File: src/rtl/capture_ctl.sv
// Capture sequencer: packs the retimed pixel stream into 64-bit words and
// writes each visible line into one of two line-buffer banks. Software sees
// it through a four-register slave and a level interrupt.
module capture_ctl #(
    parameter int          LB_AW         = 8,
    parameter logic [15:0] LINES_DEFAULT = 16'd480
) (
    input  logic             clk,
    input  logic             rst,
    input  logic [11:0]      vid_pixel,
    input  logic             vid_pixsync,
    input  logic             vid_hblank,
    input  logic             vid_vblank,
    input  logic             vid_visible,
    input  logic             vid_locked,
    input  logic [1:0]       r_address,
    input  logic             r_bus_enable,
    input  logic             r_rw,
    input  logic [31:0]      r_write_data,
    output logic [31:0]      r_read_data,
    output logic             r_acknowledge,
    output logic             r_irq,
    output logic             lb_we,
    output logic             lb_bank,
    output logic [LB_AW-1:0] lb_addr,
    output logic [63:0]      lb_wdata
);

    localparam logic [2:0] ST_IDLE      = 3'd0;
    localparam logic [2:0] ST_WAIT_SOF  = 3'd1;
    localparam logic [2:0] ST_WAIT_LINE = 3'd2;
    localparam logic [2:0] ST_CAPTURE   = 3'd3;
    localparam logic [2:0] ST_LINE_END  = 3'd4;

    localparam logic [LB_AW-1:0] IDX_MAX = '1;

    // Register-slave state
    logic [1:0]       r_bus_addr;
    logic             r_bus_rw;
    logic [15:0]      r_bus_wdata;
    logic [3:0]       r_bus_wbits;

    // Control / status state
    logic             r_continuous;
    logic             r_irq_en;
    logic [15:0]      r_lines;
    logic [1:0]       r_bank_full;
    logic             r_wr_bank;
    logic             r_overrun;
    logic             r_irq_pend;
    logic [15:0]      r_line_cnt;
    logic [15:0]      r_frame_cnt;

    // Sequencer state
    logic [2:0]       r_state;
    logic             r_vblank_prev;
    logic             r_hblank_prev;
    logic [LB_AW-1:0] r_word_idx;
    logic             r_idx_full;
    logic             r_skip;
    logic [1:0]       r_pix_cnt;
    logic [11:0]      r_pix [0:2];

    // Upper write-data bits carry no register fields
    logic             w_unused_wdata;
    assign w_unused_wdata = ^r_write_data[31:16];

    // ------------------------------------------------------------------
    // Bus decode (acts during the ack cycle from the latched request)
    // ------------------------------------------------------------------
    logic w_bus_wr;
    logic w_wr_ctrl;
    logic w_wr_status;
    logic w_wr_lines;
    logic w_arm;
    logic w_abort;
    logic [1:0] w_release;
    logic w_clr_ovr;
    logic w_clr_irq;

    assign w_bus_wr    = r_acknowledge & ~r_bus_rw;
    assign w_wr_ctrl   = w_bus_wr & (r_bus_addr == 2'd0);
    assign w_wr_status = w_bus_wr & (r_bus_addr == 2'd1);
    assign w_wr_lines  = w_bus_wr & (r_bus_addr == 2'd2);
    assign w_arm       = w_wr_ctrl & r_bus_wdata[0];
    assign w_abort     = w_wr_ctrl & r_bus_wdata[2];
    assign w_release   = w_wr_status ? r_bus_wdata[1:0] : 2'b00;
    assign w_clr_ovr   = w_wr_status & r_bus_wdata[3];
    assign w_clr_irq   = w_wr_status & r_bus_wbits[0];

    // ------------------------------------------------------------------
    // Video qualifiers
    // ------------------------------------------------------------------
    logic        w_qual_pix;
    logic        w_vblank_fall;
    logic        w_hblank_rise;
    logic        w_stop;
    logic [15:0] w_lines_eff;
    logic [15:0] w_line_inc;

    assign w_qual_pix    = vid_pixsync & vid_visible & ~vid_hblank;
    assign w_vblank_fall = r_vblank_prev & ~vid_vblank;
    assign w_hblank_rise = ~r_hblank_prev & vid_hblank;
    assign w_stop        = (r_state != ST_IDLE) & (w_abort | ~vid_locked);
    assign w_lines_eff   = (r_lines == 16'd0) ? 16'd1 : r_lines;
    assign w_line_inc    = r_line_cnt + 16'd1;

    // ------------------------------------------------------------------
    // Packed words: stored slots plus (for a full word) the live pixel.
    // Unfilled slots are always zero, so the flush word is zero-padded.
    // ------------------------------------------------------------------
    logic [47:0] w_slot_word;
    logic [63:0] w_word_full;
    logic [63:0] w_word_flush;

    genvar gi;
    generate
        for (gi = 0; gi < 3; gi++) begin : g_slot
            assign w_slot_word[gi*16 +: 16] = {4'b0000, r_pix[gi]};
        end
    endgenerate

    assign w_word_full  = {4'b0000, vid_pixel, w_slot_word};
    assign w_word_flush = {16'h0000, w_slot_word};

    // ------------------------------------------------------------------
    // Sequencer next-state and datapath decisions
    // ------------------------------------------------------------------
    logic [2:0]       w_state_next;
    logic [LB_AW-1:0] w_word_idx_next;
    logic             w_idx_full_next;
    logic             w_skip_next;
    logic [1:0]       w_pix_cnt_next;
    logic [11:0]      w_pix_next [0:2];
    logic [15:0]      w_line_cnt_next;
    logic [15:0]      w_frame_cnt_next;
    logic             w_wr_bank_next;
    logic [1:0]       w_set_full;
    logic             w_set_ovr;
    logic             w_set_irq;
    logic             w_emit;
    logic [63:0]      w_emit_data;

    // Decide state transition, packer update and line-buffer writes
    always_comb begin
        w_state_next     = r_state;
        w_word_idx_next  = r_word_idx;
        w_idx_full_next  = r_idx_full;
        w_skip_next      = r_skip;
        w_pix_cnt_next   = r_pix_cnt;
        w_pix_next       = r_pix;
        w_line_cnt_next  = r_line_cnt;
        w_frame_cnt_next = r_frame_cnt;
        w_wr_bank_next   = r_wr_bank;
        w_set_full       = 2'b00;
        w_set_ovr        = 1'b0;
        w_set_irq        = 1'b0;
        w_emit           = 1'b0;
        w_emit_data      = w_word_full;

        case (r_state)
            ST_IDLE: begin
                if (w_arm && !w_abort && vid_locked) begin
                    w_state_next = ST_WAIT_SOF;
                end
            end
            ST_WAIT_SOF: begin
                if (w_vblank_fall) begin
                    w_state_next    = ST_WAIT_LINE;
                    w_line_cnt_next = 16'd0;
                    w_word_idx_next = '0;
                    w_idx_full_next = 1'b0;
                    w_skip_next     = 1'b0;
                    w_pix_cnt_next  = 2'd0;
                    for (int k = 0; k < 3; k++) w_pix_next[k] = 12'd0;
                end
            end
            ST_WAIT_LINE: begin
                if (w_qual_pix) begin
                    w_state_next  = ST_CAPTURE;
                    // A still-full target bank means software fell behind:
                    // this whole line is dropped and flagged.
                    w_skip_next   = r_bank_full[r_wr_bank];
                    w_set_ovr     = r_bank_full[r_wr_bank];
                    w_set_irq     = r_bank_full[r_wr_bank];
                    w_pix_next[0] = vid_pixel;
                    w_pix_cnt_next = 2'd1;
                end
            end
            ST_CAPTURE: begin
                if (w_hblank_rise) begin
                    w_state_next = ST_LINE_END;
                end else if (w_qual_pix) begin
                    if (r_pix_cnt == 2'd3) begin
                        // Fourth pixel completes a word; past the last
                        // address of the bank words are dropped.
                        if (!r_skip && !r_idx_full) begin
                            w_emit      = 1'b1;
                            w_emit_data = w_word_full;
                            if (r_word_idx == IDX_MAX) begin
                                w_idx_full_next = 1'b1;
                            end else begin
                                w_word_idx_next = r_word_idx + 1'b1;
                            end
                        end
                        w_pix_cnt_next = 2'd0;
                        for (int k = 0; k < 3; k++) w_pix_next[k] = 12'd0;
                    end else begin
                        for (int k = 0; k < 3; k++) begin
                            if (r_pix_cnt == k[1:0]) w_pix_next[k] = vid_pixel;
                        end
                        w_pix_cnt_next = r_pix_cnt + 2'd1;
                    end
                end
            end
            ST_LINE_END: begin
                if ((r_pix_cnt != 2'd0) && !r_skip && !r_idx_full) begin
                    w_emit      = 1'b1;
                    w_emit_data = w_word_flush;
                end
                if (!r_skip) begin
                    w_set_full[r_wr_bank] = 1'b1;
                    w_set_irq             = 1'b1;
                    w_wr_bank_next        = ~r_wr_bank;
                end
                w_pix_cnt_next  = 2'd0;
                for (int k = 0; k < 3; k++) w_pix_next[k] = 12'd0;
                w_line_cnt_next = w_line_inc;
                w_word_idx_next = '0;
                w_idx_full_next = 1'b0;
                w_skip_next     = 1'b0;
                if (w_line_inc >= w_lines_eff) begin
                    w_frame_cnt_next = r_frame_cnt + 16'd1;
                    w_state_next     = r_continuous ? ST_WAIT_SOF : ST_IDLE;
                end else begin
                    w_state_next = ST_WAIT_LINE;
                end
            end
            default: begin
                w_state_next = ST_IDLE;
            end
        endcase

        // Abort or loss of lock discards the line in flight without
        // touching completed banks or the frame count.
        if (w_stop) begin
            w_state_next     = ST_IDLE;
            w_emit           = 1'b0;
            w_pix_cnt_next   = 2'd0;
            for (int k = 0; k < 3; k++) w_pix_next[k] = 12'd0;
            w_word_idx_next  = '0;
            w_idx_full_next  = 1'b0;
            w_skip_next      = 1'b0;
            w_set_full       = 2'b00;
            w_set_ovr        = 1'b0;
            w_set_irq        = 1'b0;
            w_line_cnt_next  = r_line_cnt;
            w_frame_cnt_next = r_frame_cnt;
            w_wr_bank_next   = r_wr_bank;
        end
    end

    // ------------------------------------------------------------------
    // Register read mux (data presented only with the acknowledge)
    // ------------------------------------------------------------------
    logic [31:0] w_rd_mux;

    // Select the register image for the latched address
    always_comb begin
        w_rd_mux = 32'd0;
        case (r_bus_addr)
            2'd0: w_rd_mux = {26'd0, r_state, r_irq_en, r_continuous, 1'b0};
            2'd1: w_rd_mux = {r_line_cnt, 10'd0, r_wr_bank, r_irq_pend,
                              r_overrun, r_bank_full, vid_locked};
            2'd2: w_rd_mux = {16'd0, r_lines};
            default: w_rd_mux = {16'd0, r_frame_cnt};
        endcase
    end

    assign r_read_data = (r_acknowledge && r_bus_rw) ? w_rd_mux : 32'd0;
    assign r_irq       = r_irq_pend & r_irq_en;

    // Register slave handshake: one-cycle ack, request fields latched
    always_ff @(posedge clk or negedge rst) begin
        if (!rst) begin
            r_acknowledge <= 1'b0;
            r_bus_addr    <= 2'd0;
            r_bus_rw      <= 1'b0;
            r_bus_wdata   <= 16'd0;
            r_bus_wbits   <= 4'd0;
        end else begin
            r_acknowledge <= r_bus_enable & ~r_acknowledge;
            if (r_bus_enable && !r_acknowledge) begin
                r_bus_addr  <= r_address;
                r_bus_rw    <= r_rw;
                r_bus_wdata <= r_write_data[15:0];
                r_bus_wbits <= {3'd0, r_write_data[4]};
            end
        end
    end

    // Control and status registers; set events beat same-cycle clears
    always_ff @(posedge clk or negedge rst) begin
        if (!rst) begin
            r_continuous <= 1'b0;
            r_irq_en     <= 1'b0;
            r_lines      <= LINES_DEFAULT;
            r_bank_full  <= 2'b00;
            r_overrun    <= 1'b0;
            r_irq_pend   <= 1'b0;
        end else begin
            if (w_wr_ctrl) begin
                r_continuous <= r_bus_wdata[1];
                r_irq_en     <= r_bus_wdata[3];
            end
            if (w_wr_lines) begin
                r_lines <= r_bus_wdata;
            end
            r_bank_full <= (r_bank_full & ~w_release) | w_set_full;
            r_overrun   <= (r_overrun & ~w_clr_ovr) | w_set_ovr;
            r_irq_pend  <= (r_irq_pend & ~w_clr_irq) | w_set_irq;
        end
    end

    // Sequencer state, counters and pixel packer
    always_ff @(posedge clk or negedge rst) begin
        if (!rst) begin
            r_state       <= ST_IDLE;
            r_vblank_prev <= 1'b0;
            r_hblank_prev <= 1'b0;
            r_word_idx    <= '0;
            r_idx_full    <= 1'b0;
            r_skip        <= 1'b0;
            r_pix_cnt     <= 2'd0;
            for (int k = 0; k < 3; k++) r_pix[k] <= 12'd0;
            r_line_cnt    <= 16'd0;
            r_frame_cnt   <= 16'd0;
            r_wr_bank     <= 1'b0;
        end else begin
            r_state       <= w_state_next;
            r_vblank_prev <= vid_vblank;
            r_hblank_prev <= vid_hblank;
            r_word_idx    <= w_word_idx_next;
            r_idx_full    <= w_idx_full_next;
            r_skip        <= w_skip_next;
            r_pix_cnt     <= w_pix_cnt_next;
            for (int k = 0; k < 3; k++) r_pix[k] <= w_pix_next[k];
            r_line_cnt    <= w_line_cnt_next;
            r_frame_cnt   <= w_frame_cnt_next;
            r_wr_bank     <= w_wr_bank_next;
        end
    end

    // Line-buffer write port, issued the cycle after a word completes
    always_ff @(posedge clk or negedge rst) begin
        if (!rst) begin
            lb_we    <= 1'b0;
            lb_bank  <= 1'b0;
            lb_addr  <= '0;
            lb_wdata <= 64'd0;
        end else begin
            lb_we <= w_emit;
            if (w_emit) begin
                lb_bank  <= r_wr_bank;
                lb_addr  <= r_word_idx;
                lb_wdata <= w_emit_data;
            end
        end
    end

endmodule

File: config.mk
export PLATFORM = sky130hd
export DESIGN_NAME = capture_ctl
export DESIGN_NICKNAME = d
export VERILOG_FILES = /design/src/rtl/capture_ctl.sv
export SDC_FILE = /design/constraint.sdc
export NUM_CORES = 1
export LEC_CHECK = 0
export CAP_MARGIN = 20
export CORE_UTILIZATION = 53
export CTS_CLUSTER_SIZE = 10
export DETAILED_ROUTE_END_ITERATION = 7
export GPL_ROUTABILITY_DRIVEN = 0
export PLACE_DENSITY = 0.82
export SETUP_SLACK_MARGIN = 0.4
export SLEW_MARGIN = 5
export SYNTH_ARGS = -nofsm -noshare
export SYNTH_HDL_FRONTEND = slang
export SYNTH_SLANG_ARGS = --single-unit
File: constraint.sdc
create_clock -name clk -period 4 [get_ports clk]
set_clock_uncertainty 0.1 [all_clocks]
set_input_delay 0.8 -clock clk [delete_from_list [all_inputs] [get_ports clk]]
set_output_delay 0.8 -clock clk [all_outputs]
set_load 0.02 [all_outputs]
==> results.py <==
metrics = {
    "detailed_routing": {
        "drtIter0Drc": 467,
        "vias_per_cell": 5.72,
        "drc": 0,
        "wl_met2_um": 11000,
        "dr.pass1.iters": 5,
        "routed.top_layer": "met4",
        "wl_um": 21600,
        "met3_length_um": 1060,
        "wirelength_met1_um": 9100,
        "routedWlPerCell_um": 18.4,
        "ant_nets": 0,
        "vias": 6703,
    },
    "worst_hold_path": {
        "min_path_type": "in2async",
    },
    "placement": {
        "placed_cell_area_um2": 10600,
        "dp_cells": 1134,
        "dpl.hpwl_um": 14400,
        "port_buffers": 130,
    },
    "logic_synthesis": {
        "yosysSeqAreaShare_pct": 51.1,
        "synth_seq_cells": 186,
        "ys.flop_type": "dfrtp_1",
        "async_flop_share_pct": 100,
        "netlist_area_um2": 9110,
        "synth-edff-count": 0,
        "syn_inst": 804,
        "ys.warnings.count": 0,
        "avgSynthCellArea_um2": 11.3,
        "ys_types": 70,
    },
    "power": {
        "power_switching_w": 0.00175,
        "comb_power_share_pct": 21.7,
        "seq_power_share_pct": 45.1,
        "power.internal_w": 0.00357,
        "switching_share_pct": 32.8,
        "peakVddDrop_mv": 0.411,
        "p_leak_nw": 5.22,
        "power.density_nw_per_um2": 467,
        "clkPwrFrac_pct": 33.2,
    },
    "sta": {
        "fmax_mhz": 290,
        "worst_pin_slew_ns": 1.06,
        "holdWs_ns": 0.256,
        "period_needed_ns": 3.45,
        "rsz0062_at_grt": "no",
        "timing.slew.headroom_pct": 29.3,
        "finalMaxSlewViolations": 0,
        "setup_viol": 0,
        "tns_ns": 0,
        "min_period_over_period_pct": 86.3,
        "hold_violations": 0,
    },
    "cts": {
        "clkTransAtPathRegs_ns": 0.08,
        "clock_path_buffers": 2,
        "clock_sink_count": 186,
        "clockRootBuffer": "clkbuf_16",
        "cts_hold_buf": 0,
        "numCtsBuffers": 17,
        "cts_max_level": 4,
        "clkLatencyLatePin_ns": 0.44,
        "cts_tree": "built",
    },
    "critical_path": {
        "cpLargestDelayFamily": "simple AND/OR/NAND/NOR gates",
        "cp-start-kind": "register",
        "worstSetupEndpointType": "register",
        "r2r_end": "r_frame_cnt[1]",
        "crit_slowest_cell": "or4b_4",
        "worstSetupPathType": "reg2reg",
        "r2r.worst_path.cells": 11,
        "reg2reg_from": "r_line_cnt[6]",
        "path_buf_inv": 1,
        "crit_required_ns": 4.23,
        "cp_max_fo": 16,
        "crit_chain": "nand2_1 -> nor4b_4 -> and3_4 -> xor2_1 -> ha_1 -> nand4_1 -> nor3_2 -> or4b_4 -> a31oi_4 -> buf_12 -> mux2_2",
        "crit_arrival_ns": 3.68,
        "r2r_slack_ns": 0.55,
        "slowest_delay_ns": 0.54,
    },
    "global_routing": {
        "antenna_found_initial": 0,
        "grt_pass1_wl_um": 35000,
        "track_usage_pct": 25.5,
        "grt_max_degree": 90,
        "first_global_vias": 6645,
        "grt.overflow.total": 0,
    },
    "job": {
        "cap_violations": 0,
    },
    "final_layout": {
        "syn2layout_area_growth_pct": 24.9,
        "fin_nets": 1016,
        "finalNonFillerCells": 1171,
        "antenna-diode-count": 0,
        "design_area_um2": 11400,
        "fin_util_pct": 68.1,
        "most-common-layout-cells": "176 x dfrtp_1, 129 x clkdlybuf4s50_1, 84 x mux2_2, 75 x nand2_1, 49 x o21ai_0",
        "layout_commonest_cell": "dfrtp_1",
        "drive_gt1_share_pct": 19.3,
    },
    "die": {
        "die_w_um": 133,
        "die_y_um": 133,
        "start_util_pct": 54.5,
        "die_area_um2": 17700,
        "ios": 163,
        "core_um2": 16700,
        "std_cell_rows": 47,
    },
    "run_status": {
        "outcome": "complete, no violations",
    },
}
## routing by layer
| metal | GRT usage, % | up-vias |
|---|---|---|
| met2 | 42.9 | 228 |
| li1 | - | 3046 |
| met5 | 0 | - |
| met1 | 33.2 | 3391 |
| met4 | 8.52 | 0 |
| met3 | 5.18 | 38 |
## final cells by class
type	count	area [um2]
clock buffer	18	439
multi-input combinational	543	4140
clock inverter	14	204
tap	220	275
fill	1246	5330
inverter	38	143
sequential	186	4670
timing repair buffer	152	1510
## state kept, by name (all words and copies together) (netlist names), 2 cells and up
register     cells
lb_addr          8
r_frame_cnt     16
r_lines         16
r_pix_cnt        2
lb_wdata        48
r_bus_wdata     16
r_bank_full      2
r_state          3
r_line_cnt      16
r_bus_addr       2
r_pix           36
r_word_idx       8
## Yosys cell counts, drive strengths merged (2+ instances only)
| master | instances | area share (%) |
|---|---|---|
| dfstp | 4 | 1.2 |
| nand2b | 7 | 0.48 |
| nand3 | 20 | 1.2 |
| nor4b | 2 | 0.26 |
| nand4 | 14 | 0.96 |
| mux2 | 91 | 11 |
| o22a | 2 | 0.19 |
| mux4 | 5 | 1.2 |
| and3 | 12 | 0.82 |
| nor2b | 8 | 0.55 |
| or4b | 2 | 0.26 |
| nor2 | 35 | 1.4 |
| o21ai | 51 | 3.0 |
| a21oi | 15 | 1.1 |
| buf | 33 | 2.5 |
| a22o | 17 | 1.6 |
| nand2 | 76 | 3.1 |
| mux2i | 23 | 2.5 |
| o221ai | 2 | 0.26 |
| o31ai | 11 | 0.91 |
| a211oi | 2 | 0.16 |
| nor3 | 8 | 0.62 |
| a31oi | 6 | 0.81 |
| a221oi | 2 | 0.26 |
| xor2 | 8 | 0.77 |
| ha | 23 | 3.2 |
| nor4 | 3 | 0.21 |
| xnor2 | 22 | 2.1 |
| nor3b | 2 | 0.16 |
| nand3b | 3 | 0.25 |
| and2 | 37 | 2.5 |
| or2 | 2 | 0.14 |
| inv | 38 | 1.6 |
| clkbuf | 19 | 0.80 |
| and4 | 2 | 0.19 |
| dfrtp | 182 | 50 |
## metrics by stage
step | total power [W] | worst slack (ns)
floorplan | 0.00314 | 0.576
global placement | 0.00348 | 0.356
detailed placement | 0.00353 | 0.338
CTS | 0.00532 | 0.425
global route | 0.00555 | 0.407
finish | 0.00531 | 0.549
## kinds of logic after synthesis
| kind of cell | after synthesis | share of synthesized area, % |
|---|---|---|
| multiplexers | 119 | 15.0 |
| adder cells (fa/ha/maj) | 23 | 3.16 |
| other | 1 | 0.0412 |
| AND/OR/NAND/NOR | 237 | 13.7 |
| flip-flops | 186 | 51.1 |
| AO/OA/AOI/OAI | 118 | 9.20 |
| XOR/XNOR | 30 | 2.88 |
| buffers and inverters | 90 | 4.90 |
## power by group through the flow
stage	clock network, W	logic, W	registers [W]
finish	0.00177	0.00115	0.00240
global placement	0	0.00108	0.00241
floorplan	0	0.000853	0.00229
CTS	0.00178	0.00115	0.00239
global route	0.00186	0.00127	0.00242
detailed placement	0	0.00111	0.00242
## how the worst max path moves through the flow
stage                             start        endpoint  cells past startpoint
final                     r_line_cnt[6]  r_frame_cnt[1]                     11
after floorplan           r_line_cnt[7]  r_frame_cnt[9]                     13
after global routing      r_line_cnt[8]  r_frame_cnt[1]                     11
after detailed placement  r_line_cnt[0]  r_frame_cnt[1]                     12
after CTS                 r_line_cnt[7]  r_frame_cnt[1]                     11
after global placement    r_line_cnt[2]  r_frame_cnt[1]                     11
## repair_timing
action,CTS,global route
resized for setup,7,12
endpoints found under the setup margin,15,17
setup buffers,0,5
pin swaps,0,3
(Power assumes the default switching activity.)
